### config.mk
export PLATFORM = sky130hd
export DESIGN_NAME = nr_sqrt_seq
export DESIGN_NICKNAME = d
export VERILOG_FILES = /design/src/rtl/dist_pkg.sv /design/src/rtl/nr_sqrt_step.sv /design/src/rtl/nr_sqrt_seq.sv
export SDC_FILE = /design/constraint.sdc
export NUM_CORES = 1
export LEC_CHECK = 0
export BUFFER_PORTS_ARGS = -buffer_cell sky130_fd_sc_hd__buf_2
export CORE_ASPECT_RATIO = 1.5
export CORE_MARGIN = 2
export CORE_UTILIZATION = 31
export CTS_BUF_LIST = sky130_fd_sc_hd__clkbuf_4 sky130_fd_sc_hd__clkbuf_8 sky130_fd_sc_hd__clkbuf_16
export CTS_CLUSTER_SIZE = 10
export DETAILED_ROUTE_END_ITERATION = 16
export GPL_TIMING_DRIVEN = 0
export PLACE_DENSITY = 0.51
export RECOVER_POWER = 25
export SKIP_CTS_REPAIR_TIMING = 1
export SYNTH_ARGS = -nofsm -noshare
export SYNTH_HDL_FRONTEND = slang
export SYNTH_SLANG_ARGS = --single-unit
### constraint.sdc
create_clock -name clk -period 11.65 [get_ports clk]
set_clock_uncertainty 0.1 [all_clocks]
set_input_delay 1.7475 -clock clk [delete_from_list [all_inputs] [get_ports clk]]
set_output_delay 1.7475 -clock clk [all_outputs]
set_load 0.02 [all_outputs]
### src/rtl/dist_pkg.sv
// rtl/dist_pkg.sv - shared widths and state encoding for the distance path
package dist_pkg;

    localparam int W_OUT = 27;
    localparam int W_SQ  = 2 * W_OUT;
    localparam int W_R   = W_OUT + 2;

    typedef enum logic [1:0] {
        IDLE,
        CALC,
        DONE
    } sqrt_state_t;

endpackage

### src/rtl/nr_sqrt_step.sv
// rtl/nr_sqrt_step.sv - one combinational non-restoring square root iteration
module nr_sqrt_step #(
    parameter int W_OUT = 27
) (
    input  logic [W_OUT+1:0] r,
    input  logic [W_OUT-1:0] q,
    input  logic [1:0]       d_bits,
    output logic [W_OUT+1:0] r_next,
    output logic [W_OUT-1:0] q_next
);

    logic [W_OUT+1:0] r_shift;

    // Shifting out R's top bits is exact modulo 2^(W_OUT+2); the settled R always fits.
    always_comb begin
        r_shift = (r << 2) | {{W_OUT{1'b0}}, d_bits};
        if (!r[W_OUT+1]) begin
            r_next = r_shift - {q, 2'b01};
        end else begin
            r_next = r_shift + {q, 2'b11};
        end
        q_next = {q[W_OUT-2:0], ~r_next[W_OUT+1]};
    end

endmodule

### src/rtl/nr_sqrt_seq.sv
// rtl/nr_sqrt_seq.sv - sequential non-restoring integer square root, one root bit per clock
module nr_sqrt_seq #(
    parameter int W_OUT = dist_pkg::W_OUT
) (
    input  logic                 clk,
    input  logic                 rst_n,
    input  logic                 in_valid,
    output logic                 in_ready,
    input  logic [2*W_OUT-1:0]   square_distance,
    output logic                 out_valid,
    input  logic                 out_ready,
    output logic [W_OUT-1:0]     sqrt_distance,
    output logic [W_OUT:0]       sqrt_rem
);

    import dist_pkg::*;

    localparam int CNT_W = $clog2(W_OUT);

    sqrt_state_t        state;
    sqrt_state_t        state_next;
    logic [2*W_OUT-1:0] d;
    logic [W_OUT-1:0]   q;
    logic [W_OUT+1:0]   r;
    logic [CNT_W-1:0]   cnt;
    logic [W_OUT+1:0]   r_next;
    logic [W_OUT-1:0]   q_next;
    logic [W_OUT+1:0]   r_fix;

    nr_sqrt_step #(
        .W_OUT (W_OUT)
    ) u_step (
        .r      (r),
        .q      (q),
        .d_bits (d[2*W_OUT-1 -: 2]),
        .r_next (r_next),
        .q_next (q_next)
    );

    // A negative final remainder is brought back into [0, 2Q] with one add.
    assign r_fix = r_next[W_OUT+1] ? (r_next + {1'b0, q_next, 1'b1}) : r_next;

    always_ff @(posedge clk or negedge rst_n) begin
        if (!rst_n) begin
            state <= IDLE;
        end else begin
            state <= state_next;
        end
    end

    always_comb begin
        state_next = state;
        in_ready   = 1'b0;
        case (state)
            IDLE: begin
                in_ready = 1'b1;
                if (in_valid) begin
                    state_next = CALC;
                end
            end
            CALC: begin
                if (cnt == '0) begin
                    state_next = DONE;
                end
            end
            DONE: begin
                if (out_ready) begin
                    state_next = IDLE;
                end
            end
            default: state_next = IDLE;
        endcase
    end

    always_ff @(posedge clk or negedge rst_n) begin
        if (!rst_n) begin
            d             <= '0;
            q             <= '0;
            r             <= '0;
            cnt           <= '0;
            out_valid     <= 1'b0;
            sqrt_distance <= '0;
            sqrt_rem      <= '0;
        end else begin
            case (state)
                IDLE: begin
                    if (in_valid) begin
                        d   <= square_distance;
                        q   <= '0;
                        r   <= '0;
                        cnt <= CNT_W'(W_OUT - 1);
                    end
                end
                CALC: begin
                    d <= {d[2*W_OUT-3:0], 2'b00};
                    q <= q_next;
                    if (cnt == '0) begin
                        r             <= r_fix;
                        sqrt_distance <= q_next;
                        sqrt_rem      <= r_fix[W_OUT:0];
                        out_valid     <= 1'b1;
                    end else begin
                        r   <= r_next;
                        cnt <= cnt - 1'b1;
                    end
                end
                DONE: begin
                    if (out_ready) begin
                        out_valid <= 1'b0;
                    end
                end
                default: ;
            endcase
        end
    end

endmodule

=== Yosys cells after proc, flatten, opt, wreduce, memory -nomap -nowiden ===
Cells that the tools add are included.

* Bits in registers: 173
* Output and inout bits: 57
* Bits in latches: 0
* Bits in read-only memories: 0
* RAM bits: 0
* Memories kept: 0

* Reduce and logical (&&, ||, !) cells: 9
* Multiplexer cells: 20
* Add/sub/neg operators: 4
* Bitwise logic cells: 2
* Divide/modulo/power cells: 0
* Multiply operators: 0
* Eq/ne operators: 6
* Shift operators: 0
* Order comparisons: 0

{| class="wikitable"
|+ Operators with widths
! kind !! number
|-
| $mux W29 || 4
|-
| $pmux W54 S2 || 1
|-
| $pmux W29 S2 || 1
|-
| $mux W54 || 1
|-
| $pmux W27 S2 || 1
|-
| $add A29 B28 Y29 || 1
|-
| $add A29 B29 Y29 || 1
|-
| $or A29 B2 Y29 || 1
|-
| $sub A29 B29 Y29 || 1
|-
| $mux W27 || 1
|-
| $mux W5 || 2
|-
| $pmux W5 S2 || 1
|-
| $reduce_and A3 Y1 || 3
|-
| $ne A2 B2 Y1 const B || 4
|-
| $mux W2 || 3
|-
| $pmux W2 S3 || 1
|-
| $logic_not A5 Y1 || 1
|-
| $sub A5 B1 Y5 const B || 1
|-
| $reduce_and A2 Y1 || 2
|-
| $reduce_bool A2 Y1 || 2
|-
| $mux W1 || 3
|-
| $eq A2 B1 Y1 const B || 1
|-
| $eq A2 B2 Y1 const B || 1
|-
| $logic_not A2 Y1 || 1
|-
| other kinds (2) || 2
|}

=== Longest topological paths before layout ===
Gate-level depths: netlist of the first run.

* Depth in word-level cells: 8
* Gate-level depth with buffers: 26

=== Cells and area by module ===
Synthesis of the first run repeated with hierarchy kept, for this count alone.

* Cells, all modules: 1,207
* Area, all modules: 10,737.8 µm²

{| class="wikitable"
|+ Modules (own cells, without submodules)
! module !! cells an instance !! instances !! area an instance (µm²)
|-
| nr_sqrt_seq || 935 || 1 || 8,742.1
|-
| nr_sqrt_step || 272 || 1 || 1,995.7
|}

=== Worst setup path before layout of the first run ===
No wires, ideal clock.

* Path kind: flip-flop to flip-flop
* Start: reg r[28]
* End: reg r[25]
* Setup slack: 5.888 ns
* Cell stages (with the launch flop): 27
* Buffers on the path: 5
* Arrival time: 5.534 ns
* Data required time: 11.423 ns
* Cell sequence: dfrtp_1 > buf_2 > buf_1 > xnor2_1 > ha_1 > clkbuf_1 > and3_1 > a221o_1 > nand3_1 > o21ai_2 > nor2_2 > xnor2_4 > inv_2 > buf_2 > buf_1 > ha_1 > nor2b_1 > o21ai_1 > a2111oi_1 > o31ai_4 > o21ai_2 > or2_1 > or3_1 > a221oi_2 > xnor2_1 > a222oi_1 > inv_1

* Word-level cells in the longest chain between the ends: 6

{| class="wikitable"
|+ Ends and longest elaborated chain
! item !! RTL line !! text
|-
| from (decl) || nr_sqrt_seq.sv:24 || <nowiki>logic [W_OUT+1:0] r;</nowiki>
|-
| from (signal assigned) || nr_sqrt_seq.sv:98 || <nowiki>r <= r_fix;</nowiki>
|-
| from (signal assigned) || nr_sqrt_seq.sv:103 || <nowiki>r <= r_next;</nowiki>
|-
| $mux W29 || nr_sqrt_step.sv:17 || <nowiki>if (!r[W_OUT+1]) begin</nowiki>
|-
| $not A1 Y1 || nr_sqrt_step.sv:22 || <nowiki>q_next = {q[W_OUT-2:0], ~r_next[W_OUT+1]};</nowiki>
|-
| named net q_next[0] || nr_sqrt_seq.sv:27 || <nowiki>logic [W_OUT-1:0] q_next;</nowiki>
|-
| $add A29 B28 Y29 || nr_sqrt_seq.sv:41 || <nowiki>assign r_fix = r_next[W_OUT+1] ? (r_next + {1'b0, q_next, 1'b1}) : r_next;</nowiki>
|-
| $mux W29 || nr_sqrt_seq.sv:41 ||
|-
| $mux W29 || nr_sqrt_seq.sv:97 || <nowiki>if (cnt == '0) begin</nowiki>
|-
| $pmux W29 S2 || nr_sqrt_seq.sv:85 || <nowiki>case (state)</nowiki>
|}

The timed path passes the listed nets, and every way through them passes these cells.
A chain may end at the register's enable or synchronous reset.

=== Worst setup path in the final report of the first run ===
* Start: reg r[28]
* End: reg r[15]

Same word-level chain as after synthesis.

==> reports/metrics.yaml, run 1 <==
route:
  antenna_left: 0
  drc: 0
  dr_total_vias: 9078
  via_per_inst: 5.31
  firstDrtPassIters: 6
  drt_iter0_drc: 558
  finalWirelength_microns: 33800
  wl_per_cell_microns: 19.8
synthesis:
  yosysUniqueCellTypes: 68
  synth_ff_type: "dfrtp_1"
  synth_compound_area_frac: 0.229
  ys_seq_elements: 172
  synth.avg_cell_area_sq_um: 9.00
  synth_mux_area_frac: 0.0339
  synthAdderAreaFrac: 0.0678
  synth_edf_count: 0
  synth_area_sq_um: 10300
  synth-simple-area-share: 0.153
  syn_nets: 1262
  yosysSeqAreaShare: 0.416
  synthXorXnorAreaFrac: 0.0671
  synthCells: 1148
  synthArstFlopShare: 1.00
  ys_warn_count: 0
  synth_top_family_by_area: "compound AO/OA/AOI/OAI gates"
sta:
  tightest_slew_ns: 3.39
  hold_viol_final: 0
  slew_viol_final: 58
  slew_headroom: -1.26
  fmaxAchievable_ghz: 0.128
  fin_hold_ws_ns: 0.369
  post-route-min-period_ns: 7.79
  min_period_over_period: 0.669
  setup_viol: 0
  fin_tns_setup_ns: 0
  setup_slack_ns: 3.86
  grt_setup_unrepaired: "false"
critical_path:
  cp_max_fo: 10
  cp-start-kind: "register"
  cpPeakStageDelay_ns: 0.89
  cp_top_family: "compound AO/OA/AOI/OAI gates"
  r2r_end: "r[15]"
  worstPathRequired_ns: 11.89
  crit_arrival_ns: 8.03
  cpMaxStageDelayCell: "a2111oi_1"
  r2r_cells: 25
  end_kind: "register"
  r2r_start: "r[28]"
  path_class: "register to register"
  r2r_slack_ns: 3.86
  worst-path-buf-inv: 5
layout:
  area_growth_pct: 16.4
  drive_above_1_share: 0.127
  final_cells: 1710
  layout.nets: 1396
  final_cell_mix: "nand2_1 (197), dfrtp_1 (172), buf_2 (113), o21ai_0 (95), a21oi_1 (84)"
  final_common_cell: "nand2_1"
  insertedDiodeCount: 0
  fillers: 3437
clocking:
  clock_path_buffers: 2
  clock_sinks: 172
  cts_buffers: 17
  clk_pin_slew_ns: 0.08
  cts_max_level: 4
  root_buffer: "clkbuf_16"
  insertion_delay_ns: 0.46
  cts_tree: "yes"
min_path:
  whs_path_depth: 2
  hold_class: "register to register"
  holdPathEnd: "sqrt_distance[8]"
  worstHoldStart: "sqrt_distance[8]"
global_route:
  track_usage: 0.198
  first_global_vias: 9251
  antenna_found_initial: 0
  overflow: 0
  grt_pass1_wl_microns: 53200
  grt_max_degree: 116
floorplanning:
  rows: 81
  io_pins: 115
  chipHeight_microns: 228
  dieArea_sq_um: 34800
  die_w_microns: 153
  start_util: 0.316
  core_sq_um: 32700
place:
  pre_cts_ws_ns: 3.93
  gp_congestion: 0.899
  dpl.hpwl_microns: 25000
  dp_cells: 1678
  port_buffers: 114
run_status:
  status: "complete, but fails checks"
  violations: "max-capacitance violations, max-slew violations"
run:
  cap_viol_max_count: 1
-- area by class of cell --
class,instances,area (sq um),share of cell area
Clock inverter,12,113,0.00936
Timing Repair Buffer,115,594,0.0494
Tap cell,415,519,0.0432
Inverter,28,105,0.00874
Sequential cell,172,4300,0.358
Buffer,59,228,0.0189
Multi-Input combinational cell,889,5700,0.474
Clock buffer,20,467,0.0388
-- state kept, by name, indices dropped and copies added (netlist names) --
name / cells
out_valid: 1
cnt: 5
d: 54
sqrt_rem: 28
q: 27
state: 2
r: 28
sqrt_distance: 27
-- cells in the mapped netlist, types with 3 or more instances --
| master | n | share of area |
|---|---|---|
| a22oi_1 | 38 | 0.028 |
| o21bai_1 | 3 | 0.0022 |
| a31oi_1 | 7 | 0.0042 |
| inv_1 | 27 | 0.0098 |
| o21ai_0 | 95 | 0.046 |
| and3_1 | 8 | 0.0048 |
| clkbuf_1 | 48 | 0.017 |
| o211ai_1 | 3 | 0.0022 |
| dfrtp_1 | 172 | 0.42 |
| mux2i_1 | 35 | 0.034 |
| a221o_1 | 6 | 0.0058 |
| ha_1 | 56 | 0.068 |
| o21ai_1 | 16 | 0.0077 |
| o31ai_1 | 4 | 0.0029 |
| xor2_1 | 15 | 0.013 |
| nor2b_1 | 32 | 0.019 |
| nand3_1 | 16 | 0.0077 |
| or2_2 | 3 | 0.0018 |
| nand2b_1 | 6 | 0.0036 |
| a22o_1 | 30 | 0.025 |
| a211oi_1 | 4 | 0.0029 |
| o21a_1 | 9 | 0.0065 |
| or3_1 | 3 | 0.0018 |
| nor3_1 | 15 | 0.0073 |
| xnor2_1 | 61 | 0.052 |
| a21oi_1 | 84 | 0.041 |
| nand4_1 | 14 | 0.0085 |
| nor2_1 | 52 | 0.019 |
| a21o_1 | 33 | 0.024 |
| o41ai_1 | 3 | 0.0025 |
| buf_1 | 8 | 0.0029 |
| nand2_1 | 197 | 0.072 |
-- layer usage --
layer  vias up  global-route usage  share of wire
met5         -                   0              0
li1       4372                   -              -
met1      4406               0.234           0.41
met2       242               0.350           0.50
met4         0              0.0941          0.040
met3        58              0.0341          0.046
-- stage by stage --
stage	utilization	area (sq um)
finish	0.367	12000
global route	0.367	12000
CTS	0.368	12000
detailed placement	0.350	11500
global placement	0.349	11400
floorplan	-	10300
-- logic make-up (layout without fill, tap and decap cells) --
group | count (synthesis) | count (layout)
multiplexers | 35 | 35
adder cells (fa/ha/maj) | 56 | 56
AND/OR/NAND/NOR | 357 | 357
AO/OA/AOI/OAI | 364 | 364
XOR/XNOR | 77 | 77
buffers and inverters | 87 | 234
flip-flops | 172 | 172
-- worst min-delay path: stages (launching register included) --
cell     delay (ns)
dfrtp_1        0.34
nand2_1        0.05
nand2_1        0.05
-- how the worst max path moves through the flow --
stage / from / endpoint / slack (ns) / depth (start not counted)
after global routing: r[28] / r[15] / 3.49 / 25
after CTS: r[28] / r[15] / 3.90 / 25
after floorplan: r[28] / r[25] / 5.89 / 26
final: r[28] / r[15] / 3.86 / 25
after detailed placement: r[28] / r[15] / 3.93 / 25
after global placement: r[28] / r[15] / 3.91 / 25
Power of run 1 is not shown: default switching activity piles up to over one toggle a cycle in this logic, so the estimate is an artifact.
==> run 2, diff against run 1 <==
- clock period: 11.65 -> 7.93 ns (I/O delays scaled with it)
==> run 2 against run 1 <==
- the flow still finishes with violations (max-capacitance violations, max-slew violations)
- via count down 0.29%
- final area is 0.10% lower
- die area unchanged
- utilization barely moved
- register-to-register slack got worse by 3.3 ns
- first-iteration DRC count rose by 1.4%
- global-route usage unchanged
- non-clock buffer count stayed put
- clock-buffer cell count did not move
- worst setup slack worse by 3.3 ns
- critical path type unchanged
- final cell count did not move
- highest routed layer unchanged
- critical path depth unchanged
==> reports/metrics.yaml, run 2 (same netlist as run 1, synthesis figures left out) <==
place:
  gp_congestion: 0.899  # unchanged
  dpl.hpwl_microns: 25000  # unchanged
  port_buffers: 114  # unchanged
  place_area_sq_um: 11500  # unchanged
route:
  dr_total_vias: 9052  # was 9078
  firstDrtPassIters: 5  # was 6
  finalWirelength_microns: 33800  # about the same
  wl_per_cell_microns: 19.7  # was 19.8 microns
  drt_iter0_drc: 566  # was 558
  drc: 0  # unchanged
  via_per_inst: 5.29  # was 5.31
  antenna_left: 0  # unchanged
floorplanning:
  rows: 81  # unchanged
  core_sq_um: 32700  # unchanged
  chipHeight_microns: 228  # unchanged
  io_pins: 115  # unchanged
  die_w_microns: 153  # unchanged
  dieArea_sq_um: 34800  # unchanged
  start_util: 0.316  # unchanged
critical_path:
  end_kind: "register"  # unchanged
  r2r_cells: 25  # unchanged
  cp-start-kind: "register"  # unchanged
  critPathCapture: "r[25]"  # was r[15]
  r2r_start: "r[28]"  # unchanged
  r2r_end: "r[25]"  # was r[15]
  path_class: "register to register"  # unchanged
  crit_arrival_ns: 7.58  # was 8.03 ns
  cp_max_fo: 10  # unchanged
  r2r_slack_ns: 0.59  # was 3.86 ns
  cp-startpoint: "r[28]"  # unchanged
  worstPathRequired_ns: 8.17  # was 11.89 ns
sta:
  slew_viol_final: 175  # was 58
  setup_viol: 0  # unchanged
  hold_viol_final: 0  # unchanged
  post-route-min-period_ns: 7.34  # was 7.79 ns
  slew_headroom: -1.17  # was -1.26
  fin_tns_setup_ns: 0  # unchanged
  min_period_over_period: 0.925  # was 0.669
  grt_setup_unrepaired: "false"  # unchanged
  fmaxAchievable_ghz: 0.136  # was 0.128 GHz
  tightest_slew_ns: 3.26  # was 3.39 ns
  fin_hold_ws_ns: 0.369  # about the same
global_route:
  first_global_vias: 9251  # unchanged
  grt_pass1_wl_microns: 53200  # unchanged
  overflow: 0  # unchanged
  track_usage: 0.198  # unchanged
  grt_max_degree: 116  # unchanged
  antenna_found_initial: 0  # unchanged
layout:
  insertedDiodeCount: 0  # unchanged
  top_regs: "d x54, r x28, sqrt_rem x28"  # unchanged
  largest_reg_flops: 54  # unchanged
  finalInstanceArea_sq_um: 12000  # about the same
  area_growth_pct: 16.3  # was 16.4%
  layout.nets: 1396  # unchanged
  final_cell_mix: "nand2_1 (197), dfrtp_1 (172), buf_2 (115), o21ai_0 (95), a21oi_1 (84)"  # was nand2_1 (197), dfrtp_1 (172), buf_2 (113), o21ai_0 (95), a21oi_1 (84)
  final_common_cell: "nand2_1"  # unchanged
  drive_above_1_share: 0.131  # was 0.127
  regMostFlops: "d"  # unchanged
clocking:
  cts_max_level: 4  # unchanged
  cts_buffers: 17  # unchanged
  clk_pin_slew_ns: 0.07  # was 0.08 ns
  insertion_delay_ns: 0.46  # about the same
  root_buffer: "clkbuf_16"  # unchanged
  clock_path_buffers: 2  # unchanged
  cts_tree: "yes"  # unchanged
  clock_sinks: 172  # unchanged
run:
  cap_viol_max_count: 2  # was 1
run_status:
  violations: "max-capacitance violations, max-slew violations"  # unchanged
  status: "complete, but fails checks"  # unchanged
min_path:
  hold_class: "register to register"  # unchanged
run 2: cell count changes in the layout (fill, tap and decap cells not counted):
cell / previous run / this run
clkbuf_2: 0 / 3
buf_1: 8 / 6
buf_2: 113 / 115
clkbuf_1: 51 / 49
a2111oi_1: 1 / 0
a2111oi_2: 0 / 1
buf_16: 1 / 0
run 2: area by class of cell:
| cell class | instances | area [sq um] |
|---|---|---|
| Buffer | 59 | 230 |
| Clock buffer | 20 | 467 |
| Clock inverter | 12 | 113 |
| Fill cell | 3436 | 20700 |
| Inverter | 28 | 105 |
| Multi-Input combinational cell | 889 | 5700 |
| Sequential cell | 172 | 4300 |
| Tap cell | 415 | 519 |
| Timing Repair Buffer | 115 | 574 |
run 2: layer usage:
layer | GRT usage | wire, microns | part of all wire | up-vias
li1 | - | - | - | 4369
met1 | 0.234 | 14000 | 0.42 | 4426
met2 | 0.350 | 17100 | 0.51 | 203
met3 | 0.0341 | 1330 | 0.039 | 54
met4 | 0.0941 | 1360 | 0.040 | 0
met5 | 0 | 0 | 0 | -
run 2: worst max-delay path: stages, from the launching register on:
cell and delay [ns]:
dfrtp_1 0.32, buf_2 0.29, clkbuf_2 0.50, xnor2_1 0.15
ha_1 0.38, nand4_1 0.17, nor3_1 0.49, o211ai_1 0.25
nand3_1 0.17, nor2_2 0.09, xnor2_4 0.24, inv_2 0.22
buf_2 0.35, buf_1 0.67, ha_1 0.38, nor2b_1 0.14
o21ai_1 0.22, a2111oi_2 0.16, o31ai_4 0.35, o21ai_2 0.13
or2_1 0.23, or3_1 0.35, a221oi_2 0.33, xnor2_1 0.15
a222oi_1 0.31, inv_1 0.07
run 2: worst min-delay path by stage:
stage	from	to	slack (ns)	depth (start not counted)
floorplan	r[0]	r[0]	0.35	2
global placement	sqrt_distance[26]	sqrt_distance[26]	0.36	2
detailed placement	sqrt_distance[8]	sqrt_distance[8]	0.36	2
CTS	sqrt_distance[8]	sqrt_distance[8]	0.38	2
global route	sqrt_distance[22]	sqrt_distance[22]	0.40	2
finish	sqrt_distance[8]	sqrt_distance[8]	0.37	2
run 2: per-stage QoR:
stage / util / setup WS (ns) / std cells
detailed placement: 0.350 / 0.212 / 1678
CTS: 0.368 / 0.184 / 1710
global placement: 0.349 / 0.188 / 1677
global route: 0.367 / 0.270 / 1710
floorplan: - / 2.17 / 1148
finish: 0.367 / 0.591 / 1710
Power of run 2 is left out for the same reason.
